--- src/rtl/regfile_wb_arbiter_if.sv ---
// regfile_wb_arbiter_if: issue/query, ALU, load and register-file write signals of the writeback arbiter
interface regfile_wb_arbiter_if;
   logic        iss_valid;
   logic [4:0]  iss_rd;
   logic [4:0]  rs1;
   logic [4:0]  rs2;
   logic        hazard;
   logic        alu_valid;
   logic [4:0]  alu_rd;
   logic [31:0] alu_din;
   logic        mem_valid;
   logic        mem_ready;
   logic [4:0]  mem_rd;
   logic [31:0] mem_din;
   logic        wen;
   logic [4:0]  rd;
   logic [31:0] din;
   logic        idle;

   modport master (
      output iss_valid, iss_rd, rs1, rs2, alu_valid, alu_rd, alu_din, mem_valid, mem_rd, mem_din,
      input  hazard, mem_ready, wen, rd, din, idle
   );

   modport slave (
      input  iss_valid, iss_rd, rs1, rs2, alu_valid, alu_rd, alu_din, mem_valid, mem_rd, mem_din,
      output hazard, mem_ready, wen, rd, din, idle
   );
endinterface

--- src/rtl/regfile_wb_arbiter.sv ---
// regfile_wb_arbiter: busy scoreboard plus ALU-first writeback arbiter with a 2-entry load FIFO
module regfile_wb_arbiter (
   input logic                clk,
   input logic                rst,
   regfile_wb_arbiter_if.slave bus
);
   logic [4:0]  q_rd  [2];
   logic [31:0] q_din [2];
   logic        rp;
   logic        wp;
   logic [1:0]  cnt;
   logic [31:1] busy;
   logic [31:0] busy_all;
   logic [31:0] busy_nxt;
   logic        push;
   logic        pop;
   logic        sel;
   logic        nxt_wen;
   logic [4:0]  nxt_rd;
   logic [31:0] nxt_din;

   // bit 0 is hard-wired clear so x0 never reports a hazard
   assign busy_all      = {busy, 1'b0};
   assign bus.hazard    = busy_all[bus.rs1] | busy_all[bus.rs2];
   assign bus.mem_ready = cnt != 2'd2;
   assign bus.idle      = (cnt == 2'd0) & ~|busy;
   assign push          = bus.mem_valid & bus.mem_ready;
   assign pop           = ~bus.alu_valid & (cnt != 2'd0);
   assign sel           = bus.alu_valid | pop;
   assign nxt_rd        = bus.alu_valid ? bus.alu_rd : q_rd[rp];
   assign nxt_din       = bus.alu_valid ? bus.alu_din : q_din[rp];
   assign nxt_wen       = sel & (nxt_rd != 5'd0);

   // clear the register being written, then let a same-edge issue re-mark it busy
   always_comb begin
      busy_nxt = busy_all;
      if (nxt_wen) busy_nxt[nxt_rd] = 1'b0;
      if (bus.iss_valid) busy_nxt[bus.iss_rd] = 1'b1;
   end

   // busy scoreboard register
   always_ff @(posedge clk or posedge rst) begin
      if (rst) busy <= '0;
      else busy <= busy_nxt[31:1];
   end

   // load FIFO; only stored entries are poppable, so a fresh load waits a cycle
   always_ff @(posedge clk or posedge rst) begin
      if (rst) begin
         q_rd[0]  <= '0;
         q_rd[1]  <= '0;
         q_din[0] <= '0;
         q_din[1] <= '0;
         rp       <= 1'b0;
         wp       <= 1'b0;
         cnt      <= 2'd0;
      end else begin
         if (push) begin
            q_rd[wp]  <= bus.mem_rd;
            q_din[wp] <= bus.mem_din;
            wp        <= ~wp;
         end
         if (pop) rp <= ~rp;
         cnt <= cnt + {1'b0, push} - {1'b0, pop};
      end
   end

   // registered write port; address and data hold when nothing is written
   always_ff @(posedge clk or posedge rst) begin
      if (rst) begin
         bus.wen <= 1'b0;
         bus.rd  <= '0;
         bus.din <= '0;
      end else begin
         bus.wen <= nxt_wen;
         if (sel) begin
            bus.rd  <= nxt_rd;
            bus.din <= nxt_din;
         end
      end
   end
endmodule
--- src/flat_wrapper.sv ---
// flat-port wrapper written by rule: the top's interface ports become plain ports
module regfile_wb_arbiter_flat 
  (clk, rst, bus_iss_valid, bus_iss_rd, bus_rs1, bus_rs2, bus_alu_valid, bus_alu_rd, bus_alu_din, bus_mem_valid, bus_mem_rd, bus_mem_din, bus_hazard, bus_mem_ready, bus_wen, bus_rd, bus_din, bus_idle);
  regfile_wb_arbiter_if bus_i ();
  input logic clk;
  input logic rst;
  input wire logic [$bits(bus_i.iss_valid)-1:0] bus_iss_valid;
  input wire logic [$bits(bus_i.iss_rd)-1:0] bus_iss_rd;
  input wire logic [$bits(bus_i.rs1)-1:0] bus_rs1;
  input wire logic [$bits(bus_i.rs2)-1:0] bus_rs2;
  input wire logic [$bits(bus_i.alu_valid)-1:0] bus_alu_valid;
  input wire logic [$bits(bus_i.alu_rd)-1:0] bus_alu_rd;
  input wire logic [$bits(bus_i.alu_din)-1:0] bus_alu_din;
  input wire logic [$bits(bus_i.mem_valid)-1:0] bus_mem_valid;
  input wire logic [$bits(bus_i.mem_rd)-1:0] bus_mem_rd;
  input wire logic [$bits(bus_i.mem_din)-1:0] bus_mem_din;
  output wire logic [$bits(bus_i.hazard)-1:0] bus_hazard;
  output wire logic [$bits(bus_i.mem_ready)-1:0] bus_mem_ready;
  output wire logic [$bits(bus_i.wen)-1:0] bus_wen;
  output wire logic [$bits(bus_i.rd)-1:0] bus_rd;
  output wire logic [$bits(bus_i.din)-1:0] bus_din;
  output wire logic [$bits(bus_i.idle)-1:0] bus_idle;
  assign bus_i.iss_valid = bus_iss_valid;
  assign bus_i.iss_rd = bus_iss_rd;
  assign bus_i.rs1 = bus_rs1;
  assign bus_i.rs2 = bus_rs2;
  assign bus_i.alu_valid = bus_alu_valid;
  assign bus_i.alu_rd = bus_alu_rd;
  assign bus_i.alu_din = bus_alu_din;
  assign bus_i.mem_valid = bus_mem_valid;
  assign bus_i.mem_rd = bus_mem_rd;
  assign bus_i.mem_din = bus_mem_din;
  assign bus_hazard = bus_i.hazard;
  assign bus_mem_ready = bus_i.mem_ready;
  assign bus_wen = bus_i.wen;
  assign bus_rd = bus_i.rd;
  assign bus_din = bus_i.din;
  assign bus_idle = bus_i.idle;
  regfile_wb_arbiter u_core (.clk(clk), .rst(rst), .bus(bus_i));
endmodule
--- config.mk ---
export PLATFORM = sky130hd
export DESIGN_NAME = regfile_wb_arbiter_flat
export DESIGN_NICKNAME = d
export VERILOG_FILES = /design/src/rtl/regfile_wb_arbiter_if.sv /design/src/rtl/regfile_wb_arbiter.sv /design/src/flat_wrapper.sv
export SDC_FILE = /design/constraint.sdc
export NUM_CORES = 1
export LEC_CHECK = 0
export ABC_CLOCK_PERIOD_IN_PS = 10400
export BUFFER_PORTS_ARGS = -buffer_cell sky130_fd_sc_hd__buf_2
export CORE_UTILIZATION = 35
export DETAILED_ROUTE_END_ITERATION = 8
export GPL_TIMING_DRIVEN = 0
export PLACE_DENSITY_LB_ADDON = 0.15
export SYNTH_ARGS = -nofsm -noshare
export SYNTH_HDL_FRONTEND = slang
export SYNTH_SLANG_ARGS = --single-unit
--- constraint.sdc ---
create_clock -name clk -period 10.4 [get_ports clk]
set_clock_uncertainty 0.2 [all_clocks]
set_input_delay 0 -clock clk [delete_from_list [all_inputs] [get_ports clk]]
set_output_delay 0 -clock clk [all_outputs]
set_load 0.02 [all_outputs]
==> reports/summary.txt <==
Overall die area: 0.0204 mm2
Remaining number of nets flagged by the antenna check after routing: 0
Highest attainable clock frequency: 0.351 GHz
Netlist cell types: 40
Post-synthesis instance area: 0.00694 mm2
Deepest clock path buffer count: 2
Insertion delay to the later sink of the worst-skew pair: 0.43 ns
Number of slew-limit violations in the final report: 0
VDD IR max: 132 uV
Cell at the slowest stage of the critical path: buf_1
Synthesized Nets: 705
Slew margin rel.: 53.8%
Critical R2R Launch: u_core.cnt[1]$_DFF_PP0_
Post-Synthesis Cells: 609
Critical path data arrival time: 3.00 ns
DR pass1 iterations: 5
Critical path required time: 10.55 ns
Total power draw: 2.70 mW
Post-detailed-route DRC marker count: 0
Area leader, netlist: dfrtp_1
Final hold viol count: 0
Worst slack after detailed placement: 7.53 ns
Total number of placement rows: 51
Critical path class: reg2reg
I/O pin count: 135
Highest fanout seen on the critical path: 10
TritonCTS clock tree: yes
Power density relative to cell area: 286 mW/mm2
Fraction of registers with async set/reset: 100%
Flip-flop and latch count after synthesis: 147
Initial core utilization: 35.7%
Storage element area: 0.00368 mm2
Unrepaired setup endpoints after global routing: no
GR Util met2: 32.3%
Worst hold path type: in2async
Result of the run: completed
Layout-stage area growth over the synthesis result: 35.8%
Type of destination of the critical path: register
Overall via count from detail_route: 5669
Static power due to leakage: 4.19 nW
Final hold slack: 0.0318 ns
Total congestion overflow after global routing: 0
Die Y: 143 um
CP peak stage delay: 0.53 ns
GRT Util Overall: 19.5%
Cells taking the most area after synthesis: dfrtp_1, mux2_2, mux2i_1
Share of total power in sequential cells: 38.2%
GR peak layer: met2
Input/output buffers: 129
Global-route wire length before repair: 30200 um
Final period util: 27.4%
Final Worst Setup Slack: 7.55 ns
Final setup fails: 0
Source of the critical timing path: u_core.cnt[1]$_DFF_PP0_
Share of the synthesized area in the top cell type: 53.0%
Switching portion of total power: 37.3%
Most frequent cells after synthesis: dfrtp_1, mux2_2, o21ai_0, nand2_1, mux2i_1
Post-synthesis sequential area ratio: 53.0%
Placed Cells: 1004
Final HPWL from detailed placement: 13000 um
Routed Wire Length: 18400 um
Cell Count, Final, Fillers Out: 1125
Internal power: 1.69 mW
CTS Root Cell: clkbuf_16
Resize count post-CTS: 0
Clock share of power: 22.7%
CTS H-tree lvls: 4
Maximum number of pins on one net before global-route repair: 76
Number of buffers added by the clock tree synthesis step: 17
Post-detailed-route wirelength per cell: 16.3 um
Post-synthesis area per instance: 11.4 um2
Horizontal die dimension: 143 um
CP cell instances: nor2_1 > clkbuf_1 > buf_1 > nor2_1 > ha_1 > inv_1 > ha_1 > xnor2_1 > xnor2_1
Final-layout setup total negative slack: 0 ns
Measured slew at the worst slew-check pin: 0.694 ns
Number of antenna violations at the first check in global routing: 0
Total number of yosys warnings: 0
Final #Nets: 943
Most repeated cell in the gate-level netlist after synthesis: dfrtp_1
Clock-pin slew on the worst setup and hold paths: 0.07 ns
Global Route met3 Usage: 5.33%
Count of flip-flops with a built-in enable after synthesis: 0
Critical path startpoint category: register
Psw: 1.01 mW
Filler Cells Inserted: 1804
Clock sink count: 147
MaxCap Viol Count: 0
Tmin final: 2.85 ns
Commonest register cell after synthesis: dfrtp_1
Fraction of layout instances using a drive strength above 1: 32.3%
Iteration-0 DRC count of the detailed router: 261
Met1 Use GR: 24.5%
Per-cell via count in the routed design: 5.04
Comb power frac: 39.2%
Total area of multi-input combinational cells: 0.00307 mm2
Diode insertion count for antenna repair: 0
Gpl congestion: 0.859
Hold buffer count at cts: 89
Via count of the first global-routing pass: 5894
Placeable core region: 0.0195 mm2
Post-CTS setup buffers: 0
-- final cells by class --
type	instances	area share [%]
clock buffer	17	4.51
buffer	35	1.67
inverter	9	0.411
tap	265	3.52
multi-input combinational	418	32.6
timing repair buffer	219	16.6
sequential	147	39.0
clock inverter	15	1.70
-- power groups by stage --
stage | clock (mW) | sequential [mW] | combinational (mW)
4_1_cts | 0.626 | 1.03 | 1.07
2_1_floorplan | 0 | 1.06 | 0.694
6_report | 0.611 | 1.03 | 1.06
3_5_place_dp | 0 | 1.04 | 1.04
3_3_place_gp | 0 | 1.02 | 1.01
5_1_grt | 0.653 | 1.07 | 1.17
-- cells in the final DEF, fill, tap and decap left out, types with 8 or more instances in the layout --
master and n:
inv_1 8, dlygate4sd3_1 89, dfrtp_1 147, o21ai_1 18
mux4_2 13, o21ai_0 76, buf_2 144, nand2_1 50
mux2_2 78, nor2_1 38, clkbuf_1 17, mux2i_1 42
nand3_1 11, a21oi_1 35, clkbuf_16 17
-- critical path: cells and delay by family, from the launching register on --
kind	cells	cell delay, ns
xor gates and xnor gates	2	0.29
and+or+nand+nor	2	0.39
buffers and inverters	3	0.99
DFF	1	0.42
adders and majority gates	2	0.48
-- per-stage QoR --
| step | util (%) | cell area [um2] |
|---|---|---|
| after detailed placement | 40.8 | 7950 |
| after floorplan | - | 6940 |
| final | 48.4 | 9430 |
| after global placement | 40.7 | 7920 |
| after global routing | 48.4 | 9430 |
| after CTS | 48.4 | 9430 |
-- registers in the layout, summed over array words and instances, names as in the netlist --
name            flops
u_core.bus.din     32
u_core.bus.rd       5
u_core.bus.wen      1
u_core.busy        31
u_core.cnt          2
u_core.q_din       64
u_core.q_rd        10
u_core.rp           1
u_core.wp           1
-- worst paths after layout --
| path | slack, ns | cells after the start | to |
|---|---|---|---|
| min in group clk | 0.11 | 4 | u_core.bus.din[11]$_DFFE_PP0P_ |
| worst max-delay path | 7.55 | 9 | u_core.cnt[1]$_DFF_PP0_ |
| worst max register to register | 7.55 | 9 | u_core.cnt[1]$_DFF_PP0_ |
| max in group asynchronous | 9.16 | 4 | u_core.bus.din[5]$_DFFE_PP0P_ |
| worst min-delay path | 0.03 | 3 | u_core.bus.din[28]$_DFFE_PP0P_ |
| worst min register to register | 0.28 | 2 | u_core.bus.rd[4]$_DFFE_PP0P_ |
-- metal layers --
| layer | up-vias | share of wire [%] |
|---|---|---|
| met5 | - | 0 |
| met4 | 0 | 1.6 |
| li1 | 2663 | - |
| met3 | 24 | 5.3 |
| met2 | 166 | 49 |
| met1 | 2816 | 44 |
-- cell families after synthesis --
family / after synthesis / synth area share (%)
flip-flops: 147 / 53.0
XOR/XNOR: 4 / 0.505
buffers and inverters: 44 / 2.76
AND/OR/NAND/NOR: 131 / 8.73
adder cells (fa/ha/maj): 2 / 0.360
multiplexers: 135 / 23.5
AO/OA/AOI/OAI: 146 / 11.2
No activity file was read; power rests on OpenSTA's default activity.
